[config.mk]
export PLATFORM = sky130hd
export DESIGN_NAME = bg_pic_writer
export DESIGN_NICKNAME = d
export VERILOG_FILES = /design/src/rtl/bg_pic_writer.sv
export SDC_FILE = /design/constraint.sdc
export NUM_CORES = 1
export LEC_CHECK = 0
export CAP_MARGIN = 20
export CORE_MARGIN = 5
export CORE_UTILIZATION = 54
export CTS_BUF_LIST = sky130_fd_sc_hd__clkbuf_8 sky130_fd_sc_hd__clkbuf_16
export CTS_CLUSTER_SIZE = 24
export DETAILED_ROUTE_END_ITERATION = 7
export GPL_TIMING_DRIVEN = 0
export PLACE_DENSITY = 0.73
export SETUP_SLACK_MARGIN = 0.2
export SLEW_MARGIN = 20
export SYNTH_ARGS = -nofsm -noshare
export SYNTH_HDL_FRONTEND = slang
export SYNTH_SLANG_ARGS = --single-unit
[constraint.sdc]
create_clock -name clk_25 -period 7.5 [get_ports clk_25]
set_input_delay 2.25 -clock clk_25 [delete_from_list [all_inputs] [get_ports clk_25]]
set_output_delay 2.25 -clock clk_25 [all_outputs]
set_load 0.01 [all_outputs]
[src/rtl/bg_pic_writer.sv]
// rtl/bg_pic_writer.sv - background picture writer: ioctl bytes -> 16-bit word FIFO -> SDRAM req/ack writes
// Optional feature macro: BGW_CHECKSUM_EN (16-bit byte checksum; when undefined the output is tied to zero)
module bg_pic_writer #(
    parameter int FIFO_DEPTH  = 8,
    parameter int ADDR_W      = 25,
    parameter int FRAME_BYTES = 614400
) (
    input  logic              clk_25,
    input  logic              RESET_L,
    input  logic              dn_en,
    input  logic              dn_wr,
    input  logic [ADDR_W-1:0] dn_addr,
    input  logic [7:0]        dn_data,
    output logic              mem_req,
    output logic [ADDR_W-1:0] mem_addr,
    output logic [15:0]       mem_din,
    input  logic              mem_ack,
    output logic              busy,
    output logic              pic_valid,
    output logic              err_overflow,
    output logic              err_addr,
    output logic [15:0]       checksum
);

    localparam int PW = $clog2(FIFO_DEPTH);
    localparam int WA = ADDR_W - 1;      // word address width
    localparam int EW = WA + 16;         // FIFO entry: {word address, data}
    localparam logic [ADDR_W-1:0] FRAME_CNT = ADDR_W'(FRAME_BYTES);
    localparam logic [PW:0]       FULL_CNT  = (PW+1)'(FIFO_DEPTH);

    typedef enum logic [1:0] {S_IDLE, S_LOAD, S_DRAIN, S_DONE} state_t;

    state_t            state_q, state_d;
    logic              dn_en_q;
    logic              en_rise, en_fall;

    logic              pend_valid;
    logic [WA-1:0]     pend_waddr;
    logic [7:0]        pend_lo;

    logic [EW-1:0]     fifo_mem [FIFO_DEPTH];
    logic [PW-1:0]     wr_ptr, rd_ptr;
    logic [PW:0]       fifo_cnt;
    logic              fifo_full;
    logic [EW-1:0]     head;

    logic              byte_ok, byte_acc, addr_bad, pair_hit;
    logic              push_req, push_ok, push_drop, pop;
    logic [EW-1:0]     push_entry;

    logic [ADDR_W-1:0] count_q;
    logic              mem_req_q;

    assign en_rise   = dn_en & ~dn_en_q;
    assign en_fall   = ~dn_en & dn_en_q;
    assign byte_ok   = (state_q == S_LOAD) & dn_en & dn_wr;
    assign pair_hit  = pend_valid & (pend_waddr == dn_addr[ADDR_W-1:1]);
    assign fifo_full = (fifo_cnt == FULL_CNT);
    assign pop       = mem_req_q & mem_ack;
    assign push_ok   = push_req & (~fifo_full | pop);
    assign push_drop = push_req & ~push_ok;
    assign head      = fifo_mem[rd_ptr];

    assign mem_req   = mem_req_q;
    assign mem_addr  = mem_req_q ? {head[EW-1:16], 1'b0} : '0;
    assign mem_din   = mem_req_q ? head[15:0] : 16'h0000;
    assign busy      = (state_q == S_LOAD) | (state_q == S_DRAIN);

    // Byte packing: decide whether this cycle pushes a word and whether the byte counts
    always_comb begin
        push_req   = 1'b0;
        push_entry = '0;
        byte_acc   = 1'b0;
        addr_bad   = 1'b0;
        if (byte_ok) begin
            if (!dn_addr[0]) begin
                byte_acc = 1'b1;
                if (pend_valid) begin
                    push_req   = 1'b1;
                    push_entry = {pend_waddr, 8'h00, pend_lo};
                end
            end else if (pair_hit) begin
                byte_acc   = 1'b1;
                push_req   = 1'b1;
                push_entry = {pend_waddr, dn_data, pend_lo};
            end else begin
                addr_bad = 1'b1;
            end
        end else if (en_fall && pend_valid) begin
            push_req   = 1'b1;
            push_entry = {pend_waddr, 8'h00, pend_lo};
        end
    end

    // Next-state logic; a new download restarts LOAD from any state
    always_comb begin
        state_d = state_q;
        if (en_rise) begin
            state_d = S_LOAD;
        end else begin
            case (state_q)
                S_LOAD:  if (en_fall) state_d = S_DRAIN;
                S_DRAIN: if (fifo_cnt == '0 && !mem_req_q) state_d = S_DONE;
                default: state_d = state_q;
            endcase
        end
    end

    // State register and dn_en edge history
    always_ff @(posedge clk_25 or negedge RESET_L) begin
        if (!RESET_L) begin
            state_q <= S_IDLE;
            dn_en_q <= 1'b0;
        end else begin
            state_q <= state_d;
            dn_en_q <= dn_en;
        end
    end

    // Pending even byte (low half of the next word)
    always_ff @(posedge clk_25 or negedge RESET_L) begin
        if (!RESET_L) begin
            pend_valid <= 1'b0;
            pend_waddr <= '0;
            pend_lo    <= 8'h00;
        end else if (en_rise) begin
            pend_valid <= 1'b0;
        end else if (byte_ok && !dn_addr[0]) begin
            pend_valid <= 1'b1;
            pend_waddr <= dn_addr[ADDR_W-1:1];
            pend_lo    <= dn_data;
        end else if ((byte_ok && pair_hit) || en_fall) begin
            pend_valid <= 1'b0;
        end
    end

    // FIFO storage; contents need no reset because occupancy gates every read
    always_ff @(posedge clk_25) begin
        if (push_ok) fifo_mem[wr_ptr] <= push_entry;
    end

    // FIFO pointers and occupancy; pointers wrap naturally at the power-of-two depth
    always_ff @(posedge clk_25 or negedge RESET_L) begin
        if (!RESET_L) begin
            wr_ptr   <= '0;
            rd_ptr   <= '0;
            fifo_cnt <= '0;
        end else begin
            if (push_ok) wr_ptr <= wr_ptr + 1'b1;
            if (pop)     rd_ptr <= rd_ptr + 1'b1;
            case ({push_ok, pop})
                2'b10:   fifo_cnt <= fifo_cnt + 1'b1;
                2'b01:   fifo_cnt <= fifo_cnt - 1'b1;
                default: fifo_cnt <= fifo_cnt;
            endcase
        end
    end

    // Write request: drops on ack, re-arms one idle cycle later if words remain
    always_ff @(posedge clk_25 or negedge RESET_L) begin
        if (!RESET_L) begin
            mem_req_q <= 1'b0;
        end else if (pop) begin
            mem_req_q <= 1'b0;
        end else if (!mem_req_q && fifo_cnt != '0) begin
            mem_req_q <= 1'b1;
        end
    end

    // Byte count, sticky errors and the picture-valid verdict taken on DRAIN->DONE
    always_ff @(posedge clk_25 or negedge RESET_L) begin
        if (!RESET_L) begin
            count_q      <= '0;
            err_overflow <= 1'b0;
            err_addr     <= 1'b0;
            pic_valid    <= 1'b0;
        end else if (en_rise) begin
            count_q      <= '0;
            err_overflow <= 1'b0;
            err_addr     <= 1'b0;
            pic_valid    <= 1'b0;
        end else begin
            if (byte_acc && count_q != '1) count_q <= count_q + 1'b1;
            if (push_drop) err_overflow <= 1'b1;
            if (addr_bad)  err_addr     <= 1'b1;
            if (state_q == S_DRAIN && state_d == S_DONE)
                pic_valid <= (count_q >= FRAME_CNT) & ~err_overflow & ~err_addr;
        end
    end

`ifdef BGW_CHECKSUM_EN
    logic [15:0] cks_q;

    // Wrap-around sum of accepted bytes; byte_acc is only ever set in LOAD
    always_ff @(posedge clk_25 or negedge RESET_L) begin
        if (!RESET_L) begin
            cks_q <= 16'h0000;
        end else if (en_rise) begin
            cks_q <= 16'h0000;
        end else if (byte_acc) begin
            cks_q <= cks_q + {8'h00, dn_data};
        end
    end

    assign checksum = cks_q;
`else
    assign checksum = 16'h0000;
`endif

endmodule
==> results.md <==
* Outcome: finished, final reports clean
* Complex-gate fraction of the synthesized area at 2.51%
* CTS Sinks at 395
* Initial antenna violation count at 0
* Iteration-0 DRC Markers at 729
* WL final at 36,500 µm
* Crit end category: flop
* Post-Synthesis Cells at 965
* Final setup vio count at 0
* Hold Path Class: flop to flop
* Worst path required time at 7.74 ns
* DRT Pass-1 Iters at 5
* Post-synth top area cell: edfxtp_1
* Synth Area in XOR/XNOR at 1.64%
* Slack of the critical path at 1.84 ns
* CP max-delay cell: nor3_2
* Leakage power at 7.02 nW
* Fin. max-slew vios at 0
* Synth Area per Inst at 17.2 µm²
* Total GRT Usage at 21.9%
* Yosys reg bits at 395
* Share of layout cells above drive strength 1 at 20.8%
* Setup TNS at 0 ns
* DRC viols at 0
* Post-Synth Adder-Cell Area at 0.604%
* CTS tree: done
* DIE WIDTH at 185 µm
* Routability cong. at 0.877
* RR Startpoint: state_q[1]$_DFF_PN0_
* Via count of the first global-routing pass at 9,466
* Mapped Area at 16,600 µm²
* Post-CTS sizing at 0
* Placed instance area at 18,500 µm²
* Crit path buf inv count at 5
* Via count at 9,259
* Mux cell area share after synthesis at 15.7%
* Netlist cell types at 48
* Startpoint Class: input port
* Crit path DAT at 5.90 ns
* Slew @ Worst Pin at 0.957 ns
* Vias per cell at 5.90
* Largest net degree at the start of global routing at 42
* Worst Path Class, Setup: input port to flop
* Pre-CTS setup slack at 1.30 ns
* RSZ-0062 raised after global routing: no
* Design area at 19,700 µm²
* Crit-path max cell delay at 0.50 ns
* First-pass GRT wire length at 56,400 µm
* Commonest cells post-synth: edfxtp_1, mux4_2, nor2b_1
* Hold slack at 0.491 ns
* Initial Util at 54.5%
* Post-synth top flop: edfxtp_1
* Post-Synth Simple-Gate Area at 8.02%
* Critical Path Source: dn_addr[4]
* Top-count cell post-synth: edfxtp_1
* Root buffer cell: clkbuf_16
* Post-CTS setup buffers at 0
* Number of flops mapped to enable cells by yosys at 320
* MaxCap Viol Count at 0
* Slew Limit Headroom at 36.2%
* Hold Startpoint: fifo_cnt[3]$_DFFE_PN0P_
* Fmax at 0.177 GHz
* Maximum root-to-sink buffer count at 3
* Ys async rst share at 19.0%
* WL/cell at 23.3 µm
* Top-area cell type share of the netlist area at 58.0%
* PD cells at 312 nW/µm²
* Clock-pin slew on the worst setup and hold paths at 0.06 ns
* VDD IR max at 0.224 mV
* Die area at 34,300 µm²
* Most used cell, CP: buf_6
* Synth warn at 0
* Fraction of the yosys area taken by sequential cells at 69.3%
* Clk_lat worst skew at 0.53 ns
* Fin crit period at 5.66 ns
* Synth top area cells: edfxtp_1, dfrtp_1, mux4_2
* Global route total overflow at 0
* Layout Nets at 1,186
* Core area at 30,400 µm²
* H-tree depth at 2
* Routed Antenna Nets at 0
* IO Count at 100
* Area grow syn2layout at 19.1%
* IO Port Bufs at 82
* Fin crit share at 75.5%
* Die H at 185 µm
* Skew final at 0.0175 ns
* Worst path top cell family by delay: simple AND/OR/NAND/NOR gates
* Largest family of logic cells by synthesized area: multiplexers
* Post-CTS Hold Buffers at 0
* HPWL after detailed placement at 24,500 µm
* Final Hold Vio Count at 0
* CTS buffer count at 40
* Row cnt at 64
* CP max FO at 10
* Antenna cells at 0
* Cells along the critical path: clkdlybuf4s50_1 > xnor2_1 > nand4_1 > nor4b_1 > a21boi_1 > clkbuf_1 > nand3b_1 > nor3_2 > buf_6 > buf_4 > buf_6
-- cells in the final DEF, fill, tap and decap left out, types with 16 or more instances in the layout --
cell type and count:
edfxtp_1 320, clkdlybuf4s50_1 81, mux4_2 80, nor2b_1 76
dfrtp_1 75, mux2i_1 42, clkbuf_16 40, clkbuf_1 34
mux2_2 33, buf_4 32, xnor2_1 26, nand2_1 25
nand4_1 25, a21oi_1 24, inv_1 20, conb_1 17
o21ai_0 16, nand3_1 16
-- per-layer routing --
metal | routed length, µm | up-vias | track usage [%]
met5 | 0 | - | 0
met4 | 466 | 0 | 4.73
met3 | 2360 | 36 | 3.81
met2 | 18400 | 333 | 36.4
met1 | 15300 | 4779 | 30.9
li1 | - | 4111 | -
-- area by class of cell --
cell class / instances / area [µm²]
multi-input cells: 509 / 4850
well taps: 396 / 495
clock inverters: 29 / 208
flip-flops and latches: 395 / 11500
clock buffers: 45 / 1070
fillers: 2158 / 10700
repair buffers: 117 / 1270
inverters: 11 / 41.3
plain buffers: 66 / 322
-- worst register-to-register path, cell delays in order (launching register included) --
cell	delay [ns]
dfrtp_1	0.42
inv_1	0.09
ha_1	0.25
nand3_1	0.25
nor4b_1	0.44
a21boi_1	0.29
clkbuf_1	0.32
nand3b_1	0.43
nor3_2	0.50
buf_6	0.22
buf_4	0.21
buf_6	0.17
-- flip-flops by register name (all words and copies together) (netlist names) --
register,flops
count_q,25
dn_en_q,1
rd_ptr,3
pend_waddr,24
err_overflow,1
fifo_cnt,4
state_q,2
fifo_mem,320
wr_ptr,3
mem_req,1
err_addr,1
pend_valid,1
pic_valid,1
pend_lo,8
-- path summary, 6_finish.rpt --
path                                             end  slack (ns)  cells past startpoint
setup reg to reg           fifo_mem[1][37]$_DFFE_PP_        3.60                     11
min in group asynchronous    count_q[15]$_DFFE_PN0P_        1.68                      1
setup / recovery           fifo_mem[1][37]$_DFFE_PP_        1.84                     11
max in group asynchronous       state_q[0]$_DFF_PN0_        5.22                      2
hold reg to reg              fifo_cnt[3]$_DFFE_PN0P_        0.49                      1
hold / removal               fifo_cnt[3]$_DFFE_PN0P_        0.49                      1
-- power by group --
| group | internal (mW) | switching [mW] | total (mW) |
|---|---|---|---|
| clock | 1.10 | 0.804 | 1.90 |
| combinational | 0.851 | 0.799 | 1.65 |
| sequential | 2.49 | 0.118 | 2.61 |
-- through the flow --
stage / util, % / total power, mW / instances
3_5_place_dp: 60.7 / 4.32 / 1494
6_report: 64.9 / 6.16 / 1568
4_1_cts: 64.9 / 6.22 / 1568
5_1_grt: 64.9 / 6.45 / 1568
3_3_place_gp: 59.0 / 4.28 / 1459
2_1_floorplan: - / 3.71 / 981
-- cell families (layout without fill, tap and decap cells) --
kind of cell / Yosys count / count (layout)
buffers and inverters: 77 / 268
multiplexers: 156 / 156
AND/OR/NAND/NOR: 229 / 229
XOR/XNOR: 31 / 31
AO/OA/AOI/OAI: 68 / 68
adder cells (fa/ha/maj): 8 / 8
other: 1 / 17
flip-flops: 395 / 395
(Power assumes the default switching activity.)
